==> src/rtl/vga_timing_gen.sv <==
// vga_timing_gen: raster timing with pixel divider, h/v counters, registered syncs and frame strobe.
module vga_timing_gen #(
   parameter int CLK_DIV  = 4,
   parameter int H_ACTIVE = 640,
   parameter int H_FP     = 16,
   parameter int H_SYNC   = 96,
   parameter int H_BP     = 48,
   parameter int V_ACTIVE = 480,
   parameter int V_FP     = 10,
   parameter int V_SYNC   = 2,
   parameter int V_BP     = 33
) (
   input  logic       clk,
   input  logic       reset_n,
   output logic       pixel_tick,
   output logic [9:0] pixel_x,
   output logic [9:0] pixel_y,
   output logic       video_on,
   output logic       hsync,
   output logic       vsync,
   output logic       frame_pulse
);
   localparam int H_TOTAL = H_ACTIVE + H_FP + H_SYNC + H_BP;
   localparam int V_TOTAL = V_ACTIVE + V_FP + V_SYNC + V_BP;
   localparam logic [3:0] DIV_MAX = 4'(CLK_DIV - 1);
   localparam logic [9:0] H_MAX  = 10'(H_TOTAL - 1);
   localparam logic [9:0] V_MAX  = 10'(V_TOTAL - 1);
   localparam logic [9:0] H_ACT  = 10'(H_ACTIVE);
   localparam logic [9:0] V_ACT  = 10'(V_ACTIVE);
   localparam logic [9:0] HS_BEG = 10'(H_ACTIVE + H_FP);
   localparam logic [9:0] HS_END = 10'(H_ACTIVE + H_FP + H_SYNC);
   localparam logic [9:0] VS_BEG = 10'(V_ACTIVE + V_FP);
   localparam logic [9:0] VS_END = 10'(V_ACTIVE + V_FP + V_SYNC);
   logic       run;
   logic [3:0] div, div_n;
   logic [9:0] x_n, y_n;
   logic       h_wrap;
   // the divider idles one cycle after release so the first tick lands on cycle CLK_DIV
   always_comb begin
      div_n  = run ? (div == DIV_MAX ? 4'd0 : div + 4'd1) : 4'd0;
      h_wrap = pixel_x == H_MAX;
      x_n    = pixel_tick ? (h_wrap ? 10'd0 : pixel_x + 10'd1) : pixel_x;
      y_n    = (pixel_tick && h_wrap) ? (pixel_y == V_MAX ? 10'd0 : pixel_y + 10'd1) : pixel_y;
   end
   // decodes use the next counter values so they line up with the counters they describe
   always_ff @(posedge clk) begin
      if (!reset_n) begin
         run         <= 1'b0;
         div         <= 4'd0;
         pixel_tick  <= 1'b0;
         pixel_x     <= 10'd0;
         pixel_y     <= 10'd0;
         video_on    <= 1'b0;
         hsync       <= 1'b1;
         vsync       <= 1'b1;
         frame_pulse <= 1'b0;
      end else begin
         run         <= 1'b1;
         div         <= div_n;
         pixel_tick  <= div_n == DIV_MAX;
         pixel_x     <= x_n;
         pixel_y     <= y_n;
         video_on    <= x_n < H_ACT && y_n < V_ACT;
         hsync       <= !(x_n >= HS_BEG && x_n < HS_END);
         vsync       <= !(y_n >= VS_BEG && y_n < VS_END);
         frame_pulse <= pixel_tick && h_wrap && y_n == V_ACT;
      end
   end
endmodule
==> config.mk <==
export PLATFORM = sky130hd
export DESIGN_NAME = vga_timing_gen
export DESIGN_NICKNAME = d
export VERILOG_FILES = /design/src/rtl/vga_timing_gen.sv
export SDC_FILE = /design/constraint.sdc
export NUM_CORES = 1
export LEC_CHECK = 0
export BUFFER_PORTS_ARGS = -buffer_cell sky130_fd_sc_hd__buf_2
export CAP_MARGIN = 0
export CORE_MARGIN = 5
export CORE_UTILIZATION = 59
export CTS_CLUSTER_DIAMETER = 200
export DETAILED_ROUTE_END_ITERATION = 7
export PLACE_DENSITY = 0.82
export RECOVER_POWER = 50
export SYNTH_ARGS = -nofsm -noshare
export SYNTH_HDL_FRONTEND = slang
export SYNTH_SLANG_ARGS = --single-unit
==> constraint.sdc <==
create_clock -name clk -period 4.25 [get_ports clk]
set_input_delay 0.425 -clock clk [delete_from_list [all_inputs] [get_ports clk]]
set_output_delay 0.425 -clock clk [all_outputs]
set_load 0.02 [all_outputs]
Word level (Yosys, flattened, before mapping):

Cells that the tools add are included.

* add/subtract/negate cells: 3
* $lt $le $gt $ge: 6
* eq/ne operators: 5
* muxes and demuxes: 7
* reduce and logical (&&, ||, !) cells: 7

Operator list (number)
* $mux W10: 4
* $add A10 B1 Y10 const B: 2
* $eq A10 B10 Y1 const B: 2
* $lt A10 B10 Y1 const B: 2
* $lt A10 B9 Y1 const B: 2
* $eq A10 B9 Y1 const B: 1
* $ge A10 B10 Y1 const B: 1
* $ge A10 B9 Y1 const B: 1
* $eq A4 B2 Y1 const B: 2
* $mux W4: 2
* $logic_and A1 B1 Y1: 5
* $add A4 B1 Y4 const B: 1
* $logic_not A1 Y1: 2
* $mux W1: 1

* bits in registers: 30
* output and inout port bits: 25

Logic depth before layout (Yosys ltp):

Gate-level depths: netlist of the first run.

* depth in word-level cells: 6
* gate-level depth with buffers: 7

Worst setup path after synthesis of the first run:

Ideal clock, no wire load.

* kind: register -> register
* start point: reg pixel_y[0]
* end point: reg frame_pulse
* data arrival time: 2203 ps
* path slack: 1986 ps
* stages on the path, launching flop included: 8
* period minus slack after synthesis: 2264 ps
* path through: dfxtp_1 -> inv_1 -> ha_1 -> or4b_4 -> or4_4 -> a22o_1 -> a211oi_1 -> and4_1

* word-level cells in the longest chain between the ends: 5
* elaborated cells between the ends (all ways): 6
* classes of those cells: 1 x add/sub; 2 x eq/ne; 2 x mux; 1 x reduce/logical

Ends and longest elaborated chain
* start: declaration: RTL line 17 `output logic [9:0] pixel_y,`
* start signal: assignment: RTL line 62 `pixel_y <= y_n;`
* $add A10 B1 Y10 / $eq A10 B10 Y1 (equally long branches): RTL line 43 `y_n = (pixel_tick && h_wrap) ? (pixel_y == V_MAX ? 10'd0 : pixel_y + 10'd1) : pixel_y;`
* $mux W10: RTL line 43
* $mux W10 *: RTL line 43
* $eq A10 B9 Y1 *: RTL line 66 `frame_pulse <= pixel_tick && h_wrap && y_n == V_ACT;`
* $logic_and A1 B1 Y1 *: RTL line 66
* end signal: assignment: RTL line 56 `frame_pulse <= 1'b0;`
* end signal: assignment: RTL line 66
* end: declaration: RTL line 21 `output logic frame_pulse`

Every way passes the cells marked *; elsewhere a longest branch is shown, timed or not.
A chain may end at the register's enable or synchronous reset.

Final worst setup path of the first run:

* start point: reg pixel_x[0]
* end point: reg frame_pulse

* word-level cells in the longest chain between the ends: 5

Ends and longest elaborated chain
* start: declaration: RTL line 16 `output logic [9:0] pixel_x,`
* start signal: assignment: RTL line 61 `pixel_x <= x_n;`
* $eq A10 B10 Y1 *: RTL line 41 `h_wrap = pixel_x == H_MAX;`
* $logic_and A1 B1 Y1 *: RTL line 43, 66
* $mux W10: RTL line 43
* $eq A10 B9 Y1: RTL line 66
* $logic_and A1 B1 Y1 *: RTL line 66

Marks and branches as above.

==> flow_metrics.env, run 1 <==
export IMPL_status="finished, final reports clean"
export IMPL_p_leak_nw=0.606
export IMPL_multi_input_area_um2=912
export IMPL_grt_overflow_total=0
export IMPL_grt_use_met2_pct=36.3
export IMPL_slowest_stage="or4_4"
export IMPL_postPlaceCellArea_um2=1700
export IMPL_portBuffers=26
export IMPL_fp_dieArea_um2=3780
export IMPL_synth_top_area_cell="dfxtp_1"
export IMPL_path_max_fanout=16
export IMPL_power_density_nw_per_um2=280
export IMPL_worstMarginPinSlew_ns=0.480
export IMPL_rows=18
export IMPL_regArea_um2=601
export IMPL_clkSlewWorstSetupHoldPaths_ns=0.10
export IMPL_die_h_um=61.5
export IMPL_post_route_min_period_ns=2.48
export IMPL_skew_ns=0.0123
export IMPL_synth_most_common_cell="dfxtp_1"
export IMPL_place_ws_ns=1.82
export IMPL_use_met1_pct=25.8
export IMPL_numCtsBuffers=5
export IMPL_fill_cells=223
export IMPL_cts_tree="done"
export IMPL_detail_route_antenna_nets=0
export IMPL_vias=1432
export IMPL_fin_tns_setup_ns=0
export IMPL_ys_warn_count=0
export IMPL_path_cells="ha_1 -> and2_1 -> nand4_2 -> or4_4 -> a221oi_2 -> and4_1"
export IMPL_switching_share_pct=24.2
export IMPL_start_kind="flip-flop"
export IMPL_syn_nets=183
export IMPL_finalNetCount=210
export IMPL_initial_utilization_pct=62.5
export IMPL_grt_pass1_wl_mm=6.03
export IMPL_antenna_found_initial=0
export IMPL_diodes=0
export IMPL_p_int_mw=0.369
export IMPL_switchingPower_mw=0.118
export IMPL_maxSlewHeadroom_pct=68.0
export IMPL_clock_sinks=30
export IMPL_netlist_top_cells_count="dfxtp_1 (30), nand2_1 (18), nor2_1 (14)"
export IMPL_ys_async_sr_fraction_pct=0
export IMPL_h_tree_depth=2
export IMPL_grt_busiest_layer="met2"
export IMPL_power_share_sequential_pct=59.3
export IMPL_drv_slew=0
export IMPL_final_util_pct=69.5
export IMPL_place_gp_congestion=0.874
export IMPL_cts_root_buf="clkbuf_4"
export IMPL_synth_cell_types=50
export IMPL_dp_cells=227
export IMPL_synth_edf_count=0
export IMPL_timing_final_setup_violations=0
export IMPL_seq_area_frac_synth_pct=38.4
export IMPL_wl_mm=3.64
export IMPL_wl_per_cell_um=15.5
export IMPL_finalHoldViolCount=0
export IMPL_hold_buffers=0
export IMPL_avgSynthCellArea_um2=8.83
export IMPL_via_per_inst=6.09
export IMPL_final_cell_count_no_fill=235
export IMPL_clock_latency_ns=0.33
export IMPL_crit_type="reg2reg"
export IMPL_pwr_share_clk_pct=37.4
export IMPL_timing_final_ws_setup_ns=1.77
export IMPL_first_pass_iters=4
export IMPL_crit_family="simple AND/OR/NAND/NOR gates"
export IMPL_synth_top_cell_area_share_pct=38.4
export IMPL_cp_num_buf_inv=0
export IMPL_core_area_um2=2500
export IMPL_rsz0062_at_grt="false"
export IMPL_timing_final_crit_share_pct=58.4
export IMPL_dr_first_iter_drc_count=114
export IMPL_post_cts_setup_buffers=0
export IMPL_grt_max_degree=17
export IMPL_cp_arrival_ns=2.76
export IMPL_ys_ff_latch=30
export IMPL_cts_resized=0
export IMPL_die_w_um=61.5
export IMPL_hpwl_mm=2.70
export IMPL_yosys_top_cells_area="dfxtp_1 (38%), nand2_1 (4.3%), a21oi_1 (4.2%)"
export IMPL_comb_power_share_pct=3.3
export IMPL_ir_worst_vdd_v=0.000303
export IMPL_stdcell_area_um2=1740
export IMPL_route_detailed_drc=0
export IMPL_drive_gt1_share_pct=11.7
export IMPL_critical_path_endpoint_type="flip-flop"
export IMPL_synth_flop_cell="dfxtp_1"
export IMPL_hold_path_class="in2reg"
export IMPL_critPathMaxStageDelay_ns=0.64
export IMPL_grt_total_usage_pct=21.9
export IMPL_area_growth_pct=11.2
export IMPL_cts_path_max_buffers=2
export IMPL_cp_required_ns=4.53
export IMPL_fmax_mhz=403
export IMPL_grtUsageMet3_pct=6.71
export IMPL_synth_area_um2=1560
export IMPL_io_pins=27
export IMPL_maxCapViolCount=0
export IMPL_grt_pass1_vias=1322
export IMPL_synth_cells=177
==> per-layer routing <==
| layer | vias to the layer above | wire (um) |
|---|---|---|
| met5 | - | 0 |
| met4 | 0 | 74 |
| met3 | 7 | 227 |
| met2 | 46 | 1750 |
| met1 | 672 | 1590 |
| li1 | 707 | - |
==> path summary, 6_finish.rpt <==
check / from / endpoint / slack, ns / cells after the start
max: pixel_x[0] / frame_pulse / 1.77 / 6
min: reset_n / run / 0.43 / 1
max reg2reg: pixel_x[0] / frame_pulse / 1.77 / 6
min reg2reg: div[0] / pixel_tick / 0.50 / 1
==> per-stage QoR <==
step,power [mW],hold WS (ns)
6_report,0.487,0.429
5_1_grt,0.510,0.433
4_1_cts,0.491,0.309
3_5_place_dp,0.312,0.493
3_3_place_gp,0.310,0.470
2_1_floorplan,0.306,0.453
==> logic make-up (layout without fill, tap and decap cells) <==
| family | count (synthesis) | count (layout) | synth area share (%) |
|---|---|---|---|
| adder cells (fa/ha/maj) | 4 | 4 | 3.20 |
| AO/OA/AOI/OAI | 34 | 34 | 14.6 |
| XOR/XNOR | 10 | 10 | 5.60 |
| AND/OR/NAND/NOR | 85 | 85 | 33.0 |
| multiplexers | 3 | 3 | 2.00 |
| buffers and inverters | 11 | 39 | 3.20 |
| flip-flops | 30 | 30 | 38.4 |
==> sequential cells by signal, summed over array words and instances, names as in the netlist <==
register / cells
pixel_x: 10
pixel_y: 10
div: 4
frame_pulse: 1
hsync: 1
pixel_tick: 1
run: 1
video_on: 1
vsync: 1
==> placed cells by master (no fill, tap or decap), types with 2 or more instances in the layout <==
cell type,instances
or4_4,2
nor3_1,4
o21ai_0,4
nand4_1,3
and2_1,5
a31oi_1,2
mux2i_1,2
dfxtp_1,30
nand3_1,7
buf_2,6
nor2_1,14
o31ai_1,2
clkbuf_4,5
nand2_1,18
and3_1,5
nor4_1,3
xnor2_1,5
nand2b_1,5
xor2_1,5
nand4b_1,3
clkbuf_1,20
a211oi_1,2
a21oi_1,13
and4_1,2
ha_1,4
inv_1,5
or3_1,3
==> power by group through the flow <==
stage	sequential, mW	combinational, mW	clock, mW
2_1_floorplan	0.295	0.0110	0
3_3_place_gp	0.295	0.0156	0
3_5_place_dp	0.295	0.0166	0
4_1_cts	0.289	0.0165	0.186
5_1_grt	0.290	0.0175	0.203
6_report	0.289	0.0161	0.182
==> layout make-up <==
cell class	count	share of cell area (%)
multi-input cells	136	52.5
repair buffers	26	6.05
well taps	30	2.16
inverters	5	1.08
clock inverters	2	0.720
clock buffers	6	2.95
flip-flops and latches	30	34.6
==> worst reg2reg max path: stages (launching register included) <==
cell and delay [ns]:
dfxtp_1 0.40, ha_1 0.24, and2_1 0.23, nand4_2 0.36, or4_4 0.64, a221oi_2 0.33, and4_1 0.23
(Power assumes the default switching activity.)
==> run 2, diff against run 1 <==
--- a/config.mk
+++ b/config.mk
@@ -8,10 +8,10 @@
 export BUFFER_PORTS_ARGS = -buffer_cell sky130_fd_sc_hd__buf_2
 export CAP_MARGIN = 0
 export CORE_MARGIN = 5
-export CORE_UTILIZATION = 59
+export CORE_UTILIZATION = 49
 export CTS_CLUSTER_DIAMETER = 200
 export DETAILED_ROUTE_END_ITERATION = 7
-export PLACE_DENSITY = 0.82
+export PLACE_DENSITY = 0.73
 export RECOVER_POWER = 50
 export SYNTH_ARGS = -nofsm -noshare
 export SYNTH_HDL_FRONTEND = slang
==> constraint.sdc (replaced) <==
create_clock -name clk -period 2.2 [get_ports clk]
set_input_delay 0.22 -clock clk [delete_from_list [all_inputs] [get_ports clk]]
set_output_delay 0.22 -clock clk [all_outputs]
set_load 0.02 [all_outputs]
==> flow_metrics.env, run 2 (synthesized netlist as in run 1, its figures left out) <==
export IMPL_diodes=0
export IMPL_largest_registers="pixel_x (10), pixel_y (10), div (4)"
export IMPL_antenna_found_initial=0
export IMPL_hpwl_mm=2.98
export IMPL_grt_max_degree=15
export IMPL_ir_worst_vdd_v=0.000320
export IMPL_h_tree_depth=2
export IMPL_grt_pass1_wl_mm=6.73
export IMPL_min_path_cells=1
export IMPL_detail_route_antenna_nets=0
export IMPL_fp_dieArea_um2=4420
export IMPL_worstMarginPinSlew_ns=0.468
export IMPL_initial_utilization_pct=51.2
export IMPL_highest_layer="met4"
export IMPL_core_area_um2=3050
export IMPL_start_kind="flip-flop"
export IMPL_finalNetCount=225
export IMPL_wl_mm=3.97
export IMPL_via_per_inst=5.77
export IMPL_comb_power_share_pct=3.5
export IMPL_wl_met3_um=193
export IMPL_hold_path_class="in2reg"
export IMPL_route_detailed_drc=0
export IMPL_area_growth_pct=20.5
export IMPL_switching_share_pct=23.4
export IMPL_fmax_mhz=469
export IMPL_die_h_um=66.5
export IMPL_portBuffers=26
export IMPL_critical_path_endpoint_type="flip-flop"
export IMPL_postPlaceCellArea_um2=1820
export IMPL_finalHoldViolCount=0
export IMPL_cts_root_buf="clkbuf_4"
export IMPL_switchingPower_mw=0.219
export IMPL_place_gp_congestion=0.874
export IMPL_fin_tns_setup_ns=0
export IMPL_clkSlewWorstSetupHoldPaths_ns=0.10
export IMPL_io_pins=27
export IMPL_clock_latency_ns=0.33
export IMPL_crit_type="reg2reg"
export IMPL_post_route_min_period_ns=2.13
export IMPL_final_cell_count_no_fill=264
export IMPL_timing_final_setup_violations=0
export IMPL_grt_total_usage_pct=20.1
export IMPL_p_leak_nw=0.685
export IMPL_dr_first_iter_drc_count=153
export IMPL_fill_cells=297
export IMPL_cts_path_max_buffers=2
export IMPL_route_met2_wl_mm=1.97
export IMPL_path_max_fanout=3
export IMPL_dp_cells=254
export IMPL_met1_length_mm=1.68
export IMPL_rsz0062_at_grt="true"
export IMPL_p_int_mw=0.715
export IMPL_timing_final_crit_share_pct=96.9
export IMPL_pwr_share_clk_pct=37.0
export IMPL_timing_final_ws_setup_ns=0.0680
export IMPL_layout_commonest_cell="dfxtp_1"
export IMPL_cp_required_ns=2.48
export IMPL_drive_gt1_share_pct=20.0
export IMPL_grt_pass1_vias=1447
export IMPL_cts_tree="done"
export IMPL_power_mw=0.933
export IMPL_regArea_um2=603
export IMPL_stdcell_area_um2=1880
export IMPL_power_density_nw_per_um2=496
export IMPL_first_pass_iters=4
export IMPL_skew_ns=0.00413
export IMPL_cp_arrival_ns=2.41
export IMPL_maxCapViolCount=0
export IMPL_grt_overflow_total=0
export IMPL_power_share_sequential_pct=59.6
export IMPL_ff2ff_path_depth=7
export IMPL_place_ws_ns=0.0219
export IMPL_die_w_um=66.5
export IMPL_drv_slew=0
export IMPL_numCtsBuffers=5
export IMPL_status="finished, final reports clean"
export IMPL_clock_sinks=30
export IMPL_vias=1523
export IMPL_final_cell_mix="dfxtp_1 (28), clkbuf_1 (22), nand2_1 (18), nor2_1 (14), buf_4 (14)"
export IMPL_multi_input_area_um2=932
export IMPL_maxSlewHeadroom_pct=68.7
export IMPL_rows=20
export IMPL_wl_per_cell_um=15.1
[run 2: cell types whose count changed in the layout (fill, tap and decap cells not counted), sizes merged]
cell	previous run	this run
clkbuf	26	28
clkinvlp	1	0
buf	6	20
[run 2: area by class of cell]
| type | instances | share of cell area (%) |
|---|---|---|
| multi-input cells | 136 | 49.5 |
| clock inverters | 1 | 0.266 |
| well taps | 44 | 2.92 |
| flip-flops and latches | 30 | 32.0 |
| clock buffers | 7 | 2.92 |
| inverters | 5 | 0.997 |
| repair buffers | 41 | 11.4 |
[run 2: path summary, 6_finish.rpt]
kind | slack, ns | to | start
worst min-delay path | 0.21 | run | reset_n
worst max-delay path | 0.07 | frame_pulse | pixel_y[0]
worst max register to register | 0.07 | frame_pulse | pixel_y[0]
worst min register to register | 0.50 | div[1] | run
[run 2: worst max-delay path, cell delays in order, from the launching register on]
cell      delay [ns]
dfxtp_2         0.34
inv_2           0.08
ha_4            0.12
or4b_4          0.46
or4_4           0.44
a22o_1          0.24
a211oi_2        0.22
and4_1          0.20
[run 2: timing repair]
action,4_1_cts,5_1_grt
endpoints found under the setup margin,0,3
resized for setup,0,6
buffers inserted,0,2
hold buffers,0,0
[run 2: power groups by stage]
stage / Clock, mW / Sequential (mW) / Combinational [mW]
floorplan: 0 / 0.571 / 0.0212
global placement: 0 / 0.568 / 0.0324
detailed placement: 0 / 0.569 / 0.0337
CTS: 0.356 / 0.556 / 0.0339
global route: 0.393 / 0.558 / 0.0360
finish: 0.345 / 0.556 / 0.0324
[run 2: metal layers]
layer,global-route usage [%],vias to the layer above
li1,-,735
met5,0,-
met1,23.3,714
met3,5.40,14
met2,33.8,60
met4,9.64,0
[run 2: per-stage QoR]
| step | util [%] | hold slack (ns) |
|---|---|---|
| 6_report | 61.7 | 0.212 |
| 5_1_grt | 61.7 | 0.237 |
| 4_1_cts | 61.6 | 0.112 |
| 3_5_place_dp | 59.7 | 0.478 |
| 3_3_place_gp | 59.7 | 0.467 |
| 2_1_floorplan | - | 0.248 |
==> run 3, diff against run 2 <==
==> constraint.sdc (replaced) <==
create_clock -name clk -period 2.2 [get_ports clk]
set_input_delay 0.22 -clock clk [delete_from_list [all_inputs] [get_ports clk]]
set_output_delay 0.22 -clock clk [all_outputs]
set_load 0.01 [all_outputs]
==> flow_metrics.env, run 3 (synthesized netlist as in run 1, its figures left out) <==
export IMPL_cts_path_max_buffers=2
export IMPL_portBuffers=26
export IMPL_largest_registers="pixel_x (10), pixel_y (10), div (4)"
export IMPL_power_mw=0.933
export IMPL_initial_utilization_pct=51.2
export IMPL_skew_ns=0.0169
export IMPL_clkSlewWorstSetupHoldPaths_ns=0.10
export IMPL_fp_dieArea_um2=4420
export IMPL_post_route_min_period_ns=2.13
export IMPL_p_leak_nw=0.785
export IMPL_h_tree_depth=2
export IMPL_ir_worst_vdd_v=0.000305
export IMPL_final_util_pct=64.0
export IMPL_r2r_slack_ns=0.07
export IMPL_cp_required_ns=2.49
export IMPL_timing_final_crit_share_pct=97.0
export IMPL_grt_overflow_total=0
export IMPL_finalHoldViolCount=0
export IMPL_rsz0062_at_grt="true"
export IMPL_timing_final_setup_violations=0
export IMPL_layout_commonest_cell="dfxtp_1"
export IMPL_cts_root_buf="clkbuf_4"
export IMPL_via_per_inst=5.64
export IMPL_crit_type="reg2reg"
export IMPL_critical_path_endpoint_type="flip-flop"
export IMPL_ff2ff_path_depth=7
export IMPL_place_ws_ns=0.0226
export IMPL_die_h_um=66.5
export IMPL_grt_total_usage_pct=18.8
export IMPL_final_cell_mix="dfxtp_1 (27), buf_2 (19), nand2_1 (18), buf_4 (18), nor2_1 (14)"
export IMPL_whs_ns=0.231
export IMPL_grt_pass1_vias=1411
export IMPL_area_growth_pct=25.1
export IMPL_drive_gt1_share_pct=28.1
export IMPL_hold_path_class="in2reg"
export IMPL_start_kind="flip-flop"
export IMPL_io_pins=27
export IMPL_wl_per_cell_um=14.5
export IMPL_setup_worst_path_start="pixel_y[0]"
export IMPL_setup_worst_path_end="frame_pulse"
export IMPL_grt_max_degree=15
export IMPL_dr_first_iter_drc_count=234
export IMPL_path_max_fanout=3
export IMPL_clock_latency_ns=0.34
export IMPL_timing_final_ws_setup_ns=0.0667
export IMPL_detail_route_antenna_nets=0
export IMPL_hpwl_mm=2.85
export IMPL_route_detailed_drc=0
export IMPL_worstMarginPinSlew_ns=0.451
export IMPL_cp_arrival_ns=2.43
export IMPL_fmax_mhz=469
export IMPL_power_density_nw_per_um2=478
export IMPL_core_area_um2=3050
export IMPL_wl_mm=3.89
export IMPL_finalNetCount=229
export IMPL_numCtsBuffers=5
export IMPL_grt_pass1_wl_mm=6.38
export IMPL_clock_sinks=30
export IMPL_maxSlewHeadroom_pct=69.9
export IMPL_drv_slew=0
export IMPL_rows=20
export IMPL_hold_buffers=0
export IMPL_antenna_found_initial=0
export IMPL_r2r_end="frame_pulse"
export IMPL_r2r_start="pixel_y[0]"
export IMPL_die_w_um=66.5
export IMPL_vias=1511
export IMPL_maxCapViolCount=0
export IMPL_cts_tree="done"
export IMPL_place_gp_congestion=0.917
export IMPL_first_pass_iters=4
export IMPL_status="finished, final reports clean"
export IMPL_fin_tns_setup_ns=0
export IMPL_diodes=0
[run 3: cell type report]
type                    count  area [um^2]
repair buffers             45          260
clock buffers               7         55.1
multi-input cells         136          956
flip-flops and latches     30          604
fillers                   258         1100
clock inverters             1         5.00
well taps                  44         55.1
inverters                   5         18.8
[run 3: worst min path at each step]
| stage | start | end | slack (ns) | cells past startpoint |
|---|---|---|---|---|
| final | reset_n | run | 0.23 | 1 |
| after global routing | reset_n | run | 0.24 | 1 |
| after CTS | reset_n | run | 0.12 | 1 |
| after detailed placement | reset_n | run | 0.47 | 1 |
| after global placement | div[0] | div[0] | 0.47 | 1 |
| after floorplan | reset_n | run | 0.25 | 0 |
[run 3: what timing repair did]
item | 4_1_cts | 5_1_grt
resized for setup | 0 | 13
buffers inserted | 0 | 4
endpoints found under the setup margin | 0 | 3
[run 3: worst max-delay path: stages, from the launching register on]
cell      delay, ns
dfxtp_2        0.33
inv_2          0.08
ha_4           0.12
or4b_4         0.48
or4_4          0.43
a22o_1         0.23
a211oi_2       0.23
and4_1         0.21
[run 3: layer usage]
layer / vias to the layer above / part of all wire [%] / GRT usage [%]
li1: 745 / - / -
met1: 699 / 42 / 21.8
met3: 5 / 5.5 / 5.23
met2: 62 / 51 / 32.5
met4: 0 / 1.1 / 7.36
met5: - / 0 / 0
[run 3: power breakdown]
part / internal (mW) / total (mW) / switching, mW
Combinational: 0.0118 / 0.0309 / 0.0191
Sequential: 0.549 / 0.556 / 0.00642
Clock: 0.155 / 0.347 / 0.192
[run 3: stage by stage]
stage | instances | area (um^2)
floorplan | 177 | 1570
global placement | 256 | 1830
detailed placement | 256 | 1830
CTS | 264 | 1890
global route | 268 | 1950
finish | 268 | 1950
